### src/rtl/aq_local_arb.sv
// Two-requester round-robin arbiter for a shared AQ_LOCAL register target.
// It forwards one registered transaction at a time and forces completion with TIMEOUT_DATA if the target never answers.
module aq_local_arb #(
    parameter int          TIMEOUT      = 256,
    parameter logic [31:0] TIMEOUT_DATA = 32'hDEAD_DEAD
) (
    input  logic        AQ_LOCAL_CLK,
    input  logic        RST,
    input  logic        M0_CS,
    input  logic        M0_RNW,
    input  logic [15:0] M0_ADDR,
    input  logic [3:0]  M0_BE,
    input  logic [31:0] M0_WDATA,
    output logic        M0_ACK,
    output logic [31:0] M0_RDATA,
    input  logic        M1_CS,
    input  logic        M1_RNW,
    input  logic [15:0] M1_ADDR,
    input  logic [3:0]  M1_BE,
    input  logic [31:0] M1_WDATA,
    output logic        M1_ACK,
    output logic [31:0] M1_RDATA,
    output logic        AQ_LOCAL_CS,
    output logic        AQ_LOCAL_RNW,
    output logic [15:0] AQ_LOCAL_ADDR,
    output logic [3:0]  AQ_LOCAL_BE,
    output logic [31:0] AQ_LOCAL_WDATA,
    input  logic        AQ_LOCAL_ACK,
    input  logic [31:0] AQ_LOCAL_RDATA,
    input  logic        ERR_CLR,
    output logic        ERR,
    output logic        ERR_ID,
    output logic        BUSY
);

    localparam int            TW     = $clog2(TIMEOUT) + 1;
    localparam logic [TW-1:0] T_LAST = TW'(TIMEOUT - 1);
    localparam logic [TW-1:0] T_SAT  = {TW{1'b1}};

    typedef enum logic [1:0] {
        ST_IDLE,
        ST_BUSY,
        ST_DONE
    } state_t;

    state_t        state;
    logic [TW-1:0] timer;
    logic          last_grant;
    logic          winner;
    logic          complete;
    logic [31:0]   done_data;

    // On a tie the requester that was not served last takes the bus.
    assign winner = (M0_CS && M1_CS) ? ~last_grant : M1_CS;

    // A target ACK on the final timer cycle still counts as a real completion.
    assign complete  = AQ_LOCAL_ACK || (timer == T_LAST);
    assign done_data = AQ_LOCAL_ACK ? AQ_LOCAL_RDATA : TIMEOUT_DATA;

    always_ff @(posedge AQ_LOCAL_CLK) begin
        if (RST) begin
            state          <= ST_IDLE;
            timer          <= '0;
            last_grant     <= 1'b1;
            AQ_LOCAL_CS    <= 1'b0;
            AQ_LOCAL_RNW   <= 1'b1;
            AQ_LOCAL_ADDR  <= '0;
            AQ_LOCAL_BE    <= '0;
            AQ_LOCAL_WDATA <= '0;
            M0_ACK         <= 1'b0;
            M1_ACK         <= 1'b0;
            M0_RDATA       <= '0;
            M1_RDATA       <= '0;
            ERR            <= 1'b0;
            ERR_ID         <= 1'b0;
            BUSY           <= 1'b0;
        end else begin
            M0_ACK <= 1'b0;
            M1_ACK <= 1'b0;
            // A timeout later in this block overrides the clear.
            if (ERR_CLR) begin
                ERR    <= 1'b0;
                ERR_ID <= 1'b0;
            end
            case (state)
                ST_IDLE: begin
                    if (M0_CS || M1_CS) begin
                        state          <= ST_BUSY;
                        BUSY           <= 1'b1;
                        timer          <= '0;
                        last_grant     <= winner;
                        AQ_LOCAL_CS    <= 1'b1;
                        AQ_LOCAL_RNW   <= winner ? M1_RNW   : M0_RNW;
                        AQ_LOCAL_ADDR  <= winner ? M1_ADDR  : M0_ADDR;
                        AQ_LOCAL_BE    <= winner ? M1_BE    : M0_BE;
                        AQ_LOCAL_WDATA <= winner ? M1_WDATA : M0_WDATA;
                    end
                end
                ST_BUSY: begin
                    if (complete) begin
                        state       <= ST_DONE;
                        AQ_LOCAL_CS <= 1'b0;
                        if (last_grant) begin
                            M1_ACK   <= 1'b1;
                            M1_RDATA <= done_data;
                        end else begin
                            M0_ACK   <= 1'b1;
                            M0_RDATA <= done_data;
                        end
                        if (!AQ_LOCAL_ACK) begin
                            ERR    <= 1'b1;
                            ERR_ID <= last_grant;
                        end
                    end else if (timer != T_SAT) begin
                        timer <= timer + 1'b1;
                    end
                end
                ST_DONE: begin
                    state <= ST_IDLE;
                    BUSY  <= 1'b0;
                end
                default: begin
                    state       <= ST_IDLE;
                    BUSY        <= 1'b0;
                    AQ_LOCAL_CS <= 1'b0;
                end
            endcase
        end
    end

endmodule
### config.mk
export PLATFORM = sky130hd
export DESIGN_NAME = aq_local_arb
export DESIGN_NICKNAME = d
export VERILOG_FILES = /design/src/rtl/aq_local_arb.sv
export SDC_FILE = /design/constraint.sdc
export NUM_CORES = 1
export LEC_CHECK = 0
export CAP_MARGIN = 40
export CORE_ASPECT_RATIO = 1.5
export CORE_UTILIZATION = 42
export CTS_CLUSTER_SIZE = 24
export DETAILED_ROUTE_END_ITERATION = 16
export GPL_ROUTABILITY_DRIVEN = 0
export PLACE_DENSITY = 0.88
export SKIP_LAST_GASP = 1
export SLEW_MARGIN = 20
export SYNTH_ARGS = -nofsm -noshare
export SYNTH_HDL_FRONTEND = slang
export SYNTH_SLANG_ARGS = --single-unit
### constraint.sdc
create_clock -name AQ_LOCAL_CLK -period 4.8 [get_ports AQ_LOCAL_CLK]
set_clock_uncertainty 0.1 [all_clocks]
set_input_delay 0.72 -clock AQ_LOCAL_CLK [delete_from_list [all_inputs] [get_ports AQ_LOCAL_CLK]]
set_output_delay 0.72 -clock AQ_LOCAL_CLK [all_outputs]
set_load 0.02 [all_outputs]
== Word level (Yosys, flattened, before mapping) ==
Cells that the tools add are included.

* Word-level logic and storage cells: 68
* Register bits after elaboration: 135

* Reduce and logical (&&, ||, !) cells: 13
* Multiplexer cells: 27
* $add $sub $neg: 1
* Bitwise gates (word level): 4
* Equal/unequal tests: 8

{| class="wikitable"
|+ Operators with widths
! cell !! count
|-
| $mux 32 || 2
|-
| $mux 9 || 3
|-
| $pmux 9 s2 || 1
|-
| $mux 16 || 1
|-
| $mux 1 || 14
|-
| $add 9x1->9 const B || 1
|-
| $eq 9x8->1 const B || 1
|-
| $ne 9x9->1 const B || 1
|-
| $reduce_and 3->1 || 3
|-
| $ne 2x2->1 const B || 4
|-
| $reduce_and 2->1 || 3
|-
| $mux 2 || 2
|-
| $mux 4 || 1
|-
| $not 1->1 || 4
|-
| $pmux 2 s2 || 1
|-
| $reduce_and 4->1 || 1
|-
| $pmux 1 s3 || 1
|-
| $reduce_or 3->1 || 1
|-
| $eq 2x1->1 const B || 1
|-
| $eq 2x2->1 const B || 1
|-
| $logic_not 2->1 || 1
|-
| $logic_or 1x1->1 || 2
|-
| $pmux 1 s2 || 1
|-
| $reduce_bool 2->1 || 1
|-
| $logic_and 1x1->1 || 1
|}

== Longest topological paths before layout ==
Gate-level depths: netlist (run 1).

* Depth in word-level cells: 4
* Gate-level depth with buffers: 10

== Worst setup path after synthesis (run 1) ==
No wires, ideal clock.

* Path type: reg2reg
* Start point: register timer[0]
* End point: register timer[3]
* Path slack: 2.555 ns
* Arrival: 2.075 ns
* Setup time: 0.070 ns
* Data required time: 4.630 ns
* Buffers on the path: 1
* Stages on the path, launching flop included: 10
* Clock period less this slack: 2.245 ns
* Path through: dfxtp_1 -> ha_1 -> nand3_1 -> nor2_1 -> ha_1 -> o21a_1 -> a2111o_1 -> buf_6 -> or3_1 -> a21oi_1

* Word-level cells in the longest chain between the ends: 4
* Elaborated cells on any way between the ends: 10
* Classes of those cells: 1 x add/sub; 4 x eq/ne; 3 x mux; 2 x reduce/logical

{| class="wikitable"
|+ Ends and longest elaborated chain
! item !! RTL line !! text
|-
| start: declaration || 47 || <nowiki>logic [TW-1:0] timer;</nowiki>
|-
| start signal: assignment || 115 || <nowiki>timer <= timer + 1'b1;</nowiki>
|-
| $add 9x1->9 / $eq 9x8->1 (equally long branches) || 115, 57 ||
|-
| $mux 9 / $logic_or 1x1->1 (equally long branches) || 114, 57 ||
|-
| $mux 9 / $ne 2x2->1 (equally long branches) || -- ||
|-
| $pmux 9 s2 / $reduce_and 4->1 (equally long branches) || -- ||
|}

Parallel ways exist; a longest one is shown, timed or not. The select of a mux whose other input is x is not followed.
A chain may end at the register's enable or synchronous reset.

== Worst setup path in the final report (run 1) ==
* Start point: input AQ_LOCAL_ACK
* End point: register M0_RDATA[0]

* Word-level cells in the longest chain between the ends: 2
* Elaborated cells on any way between the ends: 3
* Classes of those cells: 1 x mux; 2 x reduce/logical

{| class="wikitable"
|+ Ends and longest elaborated chain
! item !! RTL line !! text
|-
| start: declaration || 28 || <nowiki>input logic AQ_LOCAL_ACK,</nowiki>
|-
| $logic_or 1x1->1 || 57 || <nowiki>assign complete = AQ_LOCAL_ACK || (timer == T_LAST);</nowiki>
|-
| $reduce_and 3->1 (no line) || -- ||
|-
| end signal: assignment || 108 || <nowiki>M0_RDATA <= done_data;</nowiki>
|-
| end: declaration || 15 || <nowiki>output logic [31:0] M0_RDATA,</nowiki>
|}

Parallel ways exist; a longest one is shown, timed or not.

==> out/results.ini, run 1 <==
[run_status]
status = complete, no violations

[cells_and_area]
diodes = 0
post-route-util_pct = 71.4
fin_area_um2 = 8580
mostFrequentLayoutCell = clkdlybuf4s50_1
nets = 979
area_growth_pct = 65.0
layout.cells.non_filler = 998
layout-drive-gt1-share_pct = 5.44
mostFrequentLayoutCells = 265 x clkdlybuf4s50_1, 135 x dfxtp_1, 76 x nor2_1, 74 x nand2_1, 57 x o21ai_0

[worst_setup_path]
required_ns = 5.00
path_buf_inv = 2
path_cells = clkdlybuf4s50_1 > o21ai_0 > nor3_4 > buf_4 > nor2_1 > a211oi_1
path_delay_family = buffers and inverters
r2r_setup_slack_ns = 2.29
cp_slowest_stage_delay_ns = 0.99
critPathKind = primary input to flop
arrival_ns = 3.11
crit_path_top_delay_cell = clkdlybuf4s50_1
path_max_fanout = 54
cp-end-kind = flop
startpoint_type = primary input

[synthesis]
yosysUniqueCellTypes = 36
yosysSeqAreaShare_pct = 51.9
synth.avg_cell_area_um2 = 8.89
synthesis.nets = 732
ys_warn_count = 0
ys_ff_latch = 135
ys_async_sr_fraction_pct = 0
syn_inst = 585
synth_edf_count = 0
syn-cell-area_um2 = 5200
synth_top_flop_cell = dfxtp_1

[sta]
hold_violations = 0
layout_min_cycle_time_ns = 2.91
slew_headroom_pct = 46.1
fin_tns_setup_ns = 0
max_clock_freq_mhz = 344
finalSetupViolCount = 0
maxSlewViolCount = 0
whs_ns = 0.350
fin_crit_sh_pct = 60.6
finalWorstSetupSlack_ns = 1.89
rsz0062_at_grt = no
worstMarginPinSlew_ns = 0.809

[power]
p_total_mw = 3.07
leakage_nw = 3.09
power.density_nw_per_um2 = 357
ir_worst_vdd_v = 0.000220

[detailed_routing]
drc = 0
wire_per_inst_um = 16.1
final_antenna_net_count = 0
vias = 5106
viasPerCell = 5.12
drt_iter0_drc = 196
totalWireLength_mm = 16.1
firstDrtPassIters = 4

[cts]
cts_made_buffers = 17
cts_tree = done
cts_root_buffer = clkbuf_16
cts_resized = 0
cts-htree-levels = 4
clock_latency_ns = 0.40
cts_buffer_depth = 2
post-cts-setup-buffers = 0
path_clk_slew_ns = 0.05
cts_hold_buf = 0
cts.sinks = 135

[floorplanning]
initial_core_util_pct = 43.3
die_y_um = 138
num_rows = 49
die_area_um2 = 12800
die_w_um = 92.9
core_area_um2 = 12000
top_level_ports = 267

[placed_design]
hpwl_mm = 11.6
numPortBuffers = 266
place_ws_ns = 1.49
dp.cells = 965
dpl_cell_area_um2 = 7960

[global_route]
grt_use_met3_pct = 7.54
busiest_layer = met2
grtUsageTotal_pct = 25.7
grt_pass1_vias = 5013
grt_max_degree = 79
grt_pass1_wl_mm = 25.5
grt_use_met1_pct = 28.2
use_met2_pct = 44.5
grt_overflow = 0
antenna_found_initial = 2

[run]
drv_cap = 0

[worst_hold_path]
holdCritPathClass = flop to flop

-- state kept, by name, summed over array words and instances, names as in the netlist --
register,count
AQ_LOCAL_BE,4
BUSY,1
AQ_LOCAL_ADDR,16
last_grant,1
AQ_LOCAL_CS,1
timer,9
state,2
ERR_ID,1
ERR,1
M1_RDATA,32
AQ_LOCAL_WDATA,32
M0_ACK,1
M0_RDATA,32
AQ_LOCAL_RNW,1
M1_ACK,1
-- cell families after synthesis --
kind of cell    count (synthesis)  share of synthesized area [%]
buf+inv                        51                           4.04
fa+ha+maj                       3                          0.722
mux                            55                           10.6
simple gates                  199                           16.3
flops                         135                           51.9
compound gates                142                           16.4
-- synthesized netlist by cell type, types with 2 or more instances --
library cell / number / area (um2)
nand4_1: 2 / 12.5
buf_2: 9 / 45.0
a21oi_1: 30 / 150
dfxtp_1: 135 / 2700
o21ai_0: 57 / 285
or3_1: 4 / 25.0
inv_1: 5 / 18.8
nor2_1: 76 / 285
and3_1: 2 / 12.5
or4_1: 3 / 22.5
a22oi_1: 2 / 15.0
nor2b_1: 2 / 12.5
clkbuf_1: 34 / 128
nand3_1: 25 / 125
mux2i_1: 54 / 541
nand2_1: 74 / 278
nor3_1: 3 / 15.0
buf_1: 2 / 7.51
nand2b_1: 2 / 12.5
ha_1: 3 / 37.5
o31ai_1: 3 / 22.5
a211oi_1: 44 / 330
-- layer usage --
layer	part of all wire, %	routed length (um)
met1	39	6350
met2	51	8260
met3	5.9	955
met4	3.1	493
met5	0.17	27
-- power breakdown --
part	total [mW]	internal, mW	switching, mW
Combinational	0.549	0.285	0.264
Sequential	1.23	1.19	0.0407
Clock	1.28	0.806	0.477
-- worst register-to-register path: cells and delay by family, from the launching register on --
| kind | cells | cell delay, ns |
|---|---|---|
| DFF | 1 | 0.33 |
| and+or+nand+nor | 3 | 0.60 |
| adders and majority gates | 2 | 0.47 |
| AOI/OAI and AO/OA | 3 | 0.95 |
-- final timing paths --
| check | start | end | cells after the start |
|---|---|---|---|
| worst min-delay path | AQ_LOCAL_WDATA[8] | AQ_LOCAL_WDATA[8] | 2 |
| worst max-delay path | AQ_LOCAL_ACK | M0_RDATA[0] | 6 |
| worst min register to register | AQ_LOCAL_WDATA[8] | AQ_LOCAL_WDATA[8] | 2 |
| worst max register to register | timer[0] | timer[7] | 8 |
-- final cells by class --
cell class,instances,area (um2)
Fill cell,913,3430
Clock buffer,21,470
Inverter,5,18.8
Multi-Input combinational cell,399,2320
Timing Repair Buffer,274,2760
Tap cell,153,191
Clock inverter,11,121
Sequential cell,135,2700
Note: power is estimated with default switching activity, not from simulation.
==> run 2: changes to the inputs <==
--- a/config.mk
+++ b/config.mk
@@ -7,11 +7,11 @@
 export LEC_CHECK = 0
 export CAP_MARGIN = 40
 export CORE_ASPECT_RATIO = 1.5
-export CORE_UTILIZATION = 42
+export CORE_UTILIZATION = 40
 export CTS_CLUSTER_SIZE = 24
 export DETAILED_ROUTE_END_ITERATION = 16
 export GPL_ROUTABILITY_DRIVEN = 0
-export PLACE_DENSITY = 0.88
+export PLACE_DENSITY = 0.85
 export SKIP_LAST_GASP = 1
 export SLEW_MARGIN = 20
 export SYNTH_ARGS = -nofsm -noshare
==> constraint.sdc (replaced) <==
create_clock -name AQ_LOCAL_CLK -period 2.77 [get_ports AQ_LOCAL_CLK]
set_clock_uncertainty 0.1 [all_clocks]
set_input_delay 0.4155 -clock AQ_LOCAL_CLK [delete_from_list [all_inputs] [get_ports AQ_LOCAL_CLK]]
set_output_delay 0.4155 -clock AQ_LOCAL_CLK [all_outputs]
set_load 0.02 [all_outputs]
==> run 2 against run 1 <==
Net effect: routed wire length down 0.88%; first-iteration DRC count down 12%; worst setup slack worse by 1.6 ns; clock power up 110%; power up 88%; sequential power up 74%; critical path type is now flop to flop; critical endpoint is now timer[6]; largest power group unchanged.
==> out/results.ini, run 2 (synthesis results as in run 1) <==
[run]
drv_cap = 0

[detailed_routing]
totalWireLength_mm = 15.9
drt_iter0_drc = 172
viasPerCell = 5.07
final_antenna_net_count = 0
drc = 0
vias = 5067
firstDrtPassIters = 5
wire_per_inst_um = 15.9

[cells_and_area]
nFillCells = 965
layout-drive-gt1-share_pct = 5.33
layout.cells.non_filler = 1000
fin_area_um2 = 8720
reg_top3 = AQ_LOCAL_WDATA x32, M0_RDATA x32, M1_RDATA x32
nets = 979
multi_input_comb_area_um2 = 2320
area_growth_pct = 67.7
mostFrequentLayoutCell = clkdlybuf4s50_1
diodes = 0
post-route-util_pct = 69.4
seq_area_um2 = 2700
mostFrequentLayoutCells = 265 x clkdlybuf4s50_1, 135 x dfxtp_1, 76 x nor2_1, 74 x nand2_1, 57 x o21ai_0

[placed_design]
dpl_cell_area_um2 = 8010
place_ws_ns = 0.258
hpwl_mm = 11.5
dp.cells = 968
numPortBuffers = 266

[sta]
slew_headroom_pct = 48.0
fin_crit_sh_pct = 89.9
finalSetupViolCount = 0
max_clock_freq_mhz = 402
rsz0062_at_grt = no
fin_tns_setup_ns = 0
worstMarginPinSlew_ns = 0.780
maxSlewViolCount = 0
finalWorstSetupSlack_ns = 0.281
whs_ns = 0.209
layout_min_cycle_time_ns = 2.49
hold_violations = 0

[run_status]
status = complete, no violations

[floorplanning]
core_area_um2 = 12600
die_y_um = 142
die_area_um2 = 13500
num_rows = 50
initial_core_util_pct = 41.4
top_level_ports = 267
die_w_um = 95.1

[worst_setup_path]
crit_path_top_delay_cell = a2111o_1
required_ns = 3.01
path_delay_family = compound AO/OA/AOI/OAI gates
cpMostUsedCell = ha_1
path_cells = ha_1 > nand3_1 > nor2_1 > ha_1 > o21a_1 > a2111o_1 > or4_1 > a21oi_1
worstSetupStartpoint = timer[0]
path_buf_inv = 0
cp_slowest_stage_delay_ns = 0.56
rr_startpoint = timer[0]
reg2regPathDepth = 8
arrival_ns = 2.73
path_max_fanout = 15
r2r_end = timer[6]
cp-end-kind = flop
startpoint_type = flop
critPathKind = flop to flop
r2r_setup_slack_ns = 0.28

[power]
p_clk_share_pct = 46.3
seq_power_share_pct = 37.1
comb_power_share_pct = 16.6
swShare_pct = 23.6
p_total_mw = 5.75
switching_power_mw = 1.36
power.density_nw_per_um2 = 659
p_int_mw = 4.39
leakage_nw = 3.14
ir_worst_vdd_v = 0.000429

[cts]
cts_hold_buf = 0
path_clk_slew_ns = 0.06
cts_root_buffer = clkbuf_16
post-cts-setup-buffers = 0
clock_latency_ns = 0.41
cts.sinks = 135
cts_tree = done
cts_resized = 0
cts_buffer_depth = 2
cts-htree-levels = 4
cts_made_buffers = 17

[global_route]
grt_pass1_vias = 4812
antenna_found_initial = 1
grt_pass1_wl_mm = 24.2
grt_max_degree = 76
grt_overflow = 0
grtUsageTotal_pct = 23.4

[worst_hold_path]
holdCritPathClass = primary input to flop
min_to = last_grant
holdCritStartpoint = RST
holdPathStages = 2

[run 2: cell types whose count changed in the layout (fill, tap and decap cells not counted), sizes merged]
cell	delta
bufinv	+5
clkbuf	-1
clkinv	-3
clkinvlp	-1
inv	-1
[run 2: cell type report]
cell class	count	area share (%)
flip-flops and latches	135	31.0
inverters	5	0.215
repair buffers	274	32.0
multi-input cells	399	26.6
clock buffers	20	5.23
well taps	156	2.24
clock inverters	11	2.80
[run 2: worst max-delay path by stage]
stage	end	slack (ns)	depth (start not counted)
3_3_place_gp	timer[5]	0.36	8
4_1_cts	timer[6]	0.28	8
5_1_grt	timer[6]	0.15	8
3_5_place_dp	ERR_ID	0.26	6
6_report	timer[6]	0.28	8
2_1_floorplan	timer[3]	0.52	9
[run 2: worst register-to-register path: stages, from the launching register on]
cell	delay, ns
dfxtp_1	0.33
ha_1	0.24
nand3_1	0.09
nor2_1	0.06
ha_1	0.22
o21a_1	0.22
a2111o_1	0.56
or4_1	0.45
a21oi_1	0.15
[run 2: routing by layer]
metal	GRT usage, %	part of all wire (%)
met5	0	0.11
met4	10.4	3.0
met3	7.40	6.6
met2	40.7	52
met1	25.3	38
[run 2: power by group through the flow]
stage	combinational (mW)	clock, mW	sequential (mW)
after detailed placement	0.953	0	2.18
after global routing	1.01	2.80	2.15
after global placement	0.942	0	2.17
final	0.954	2.66	2.14
after floorplan	0.283	0	2.31
after CTS	0.957	2.71	2.14
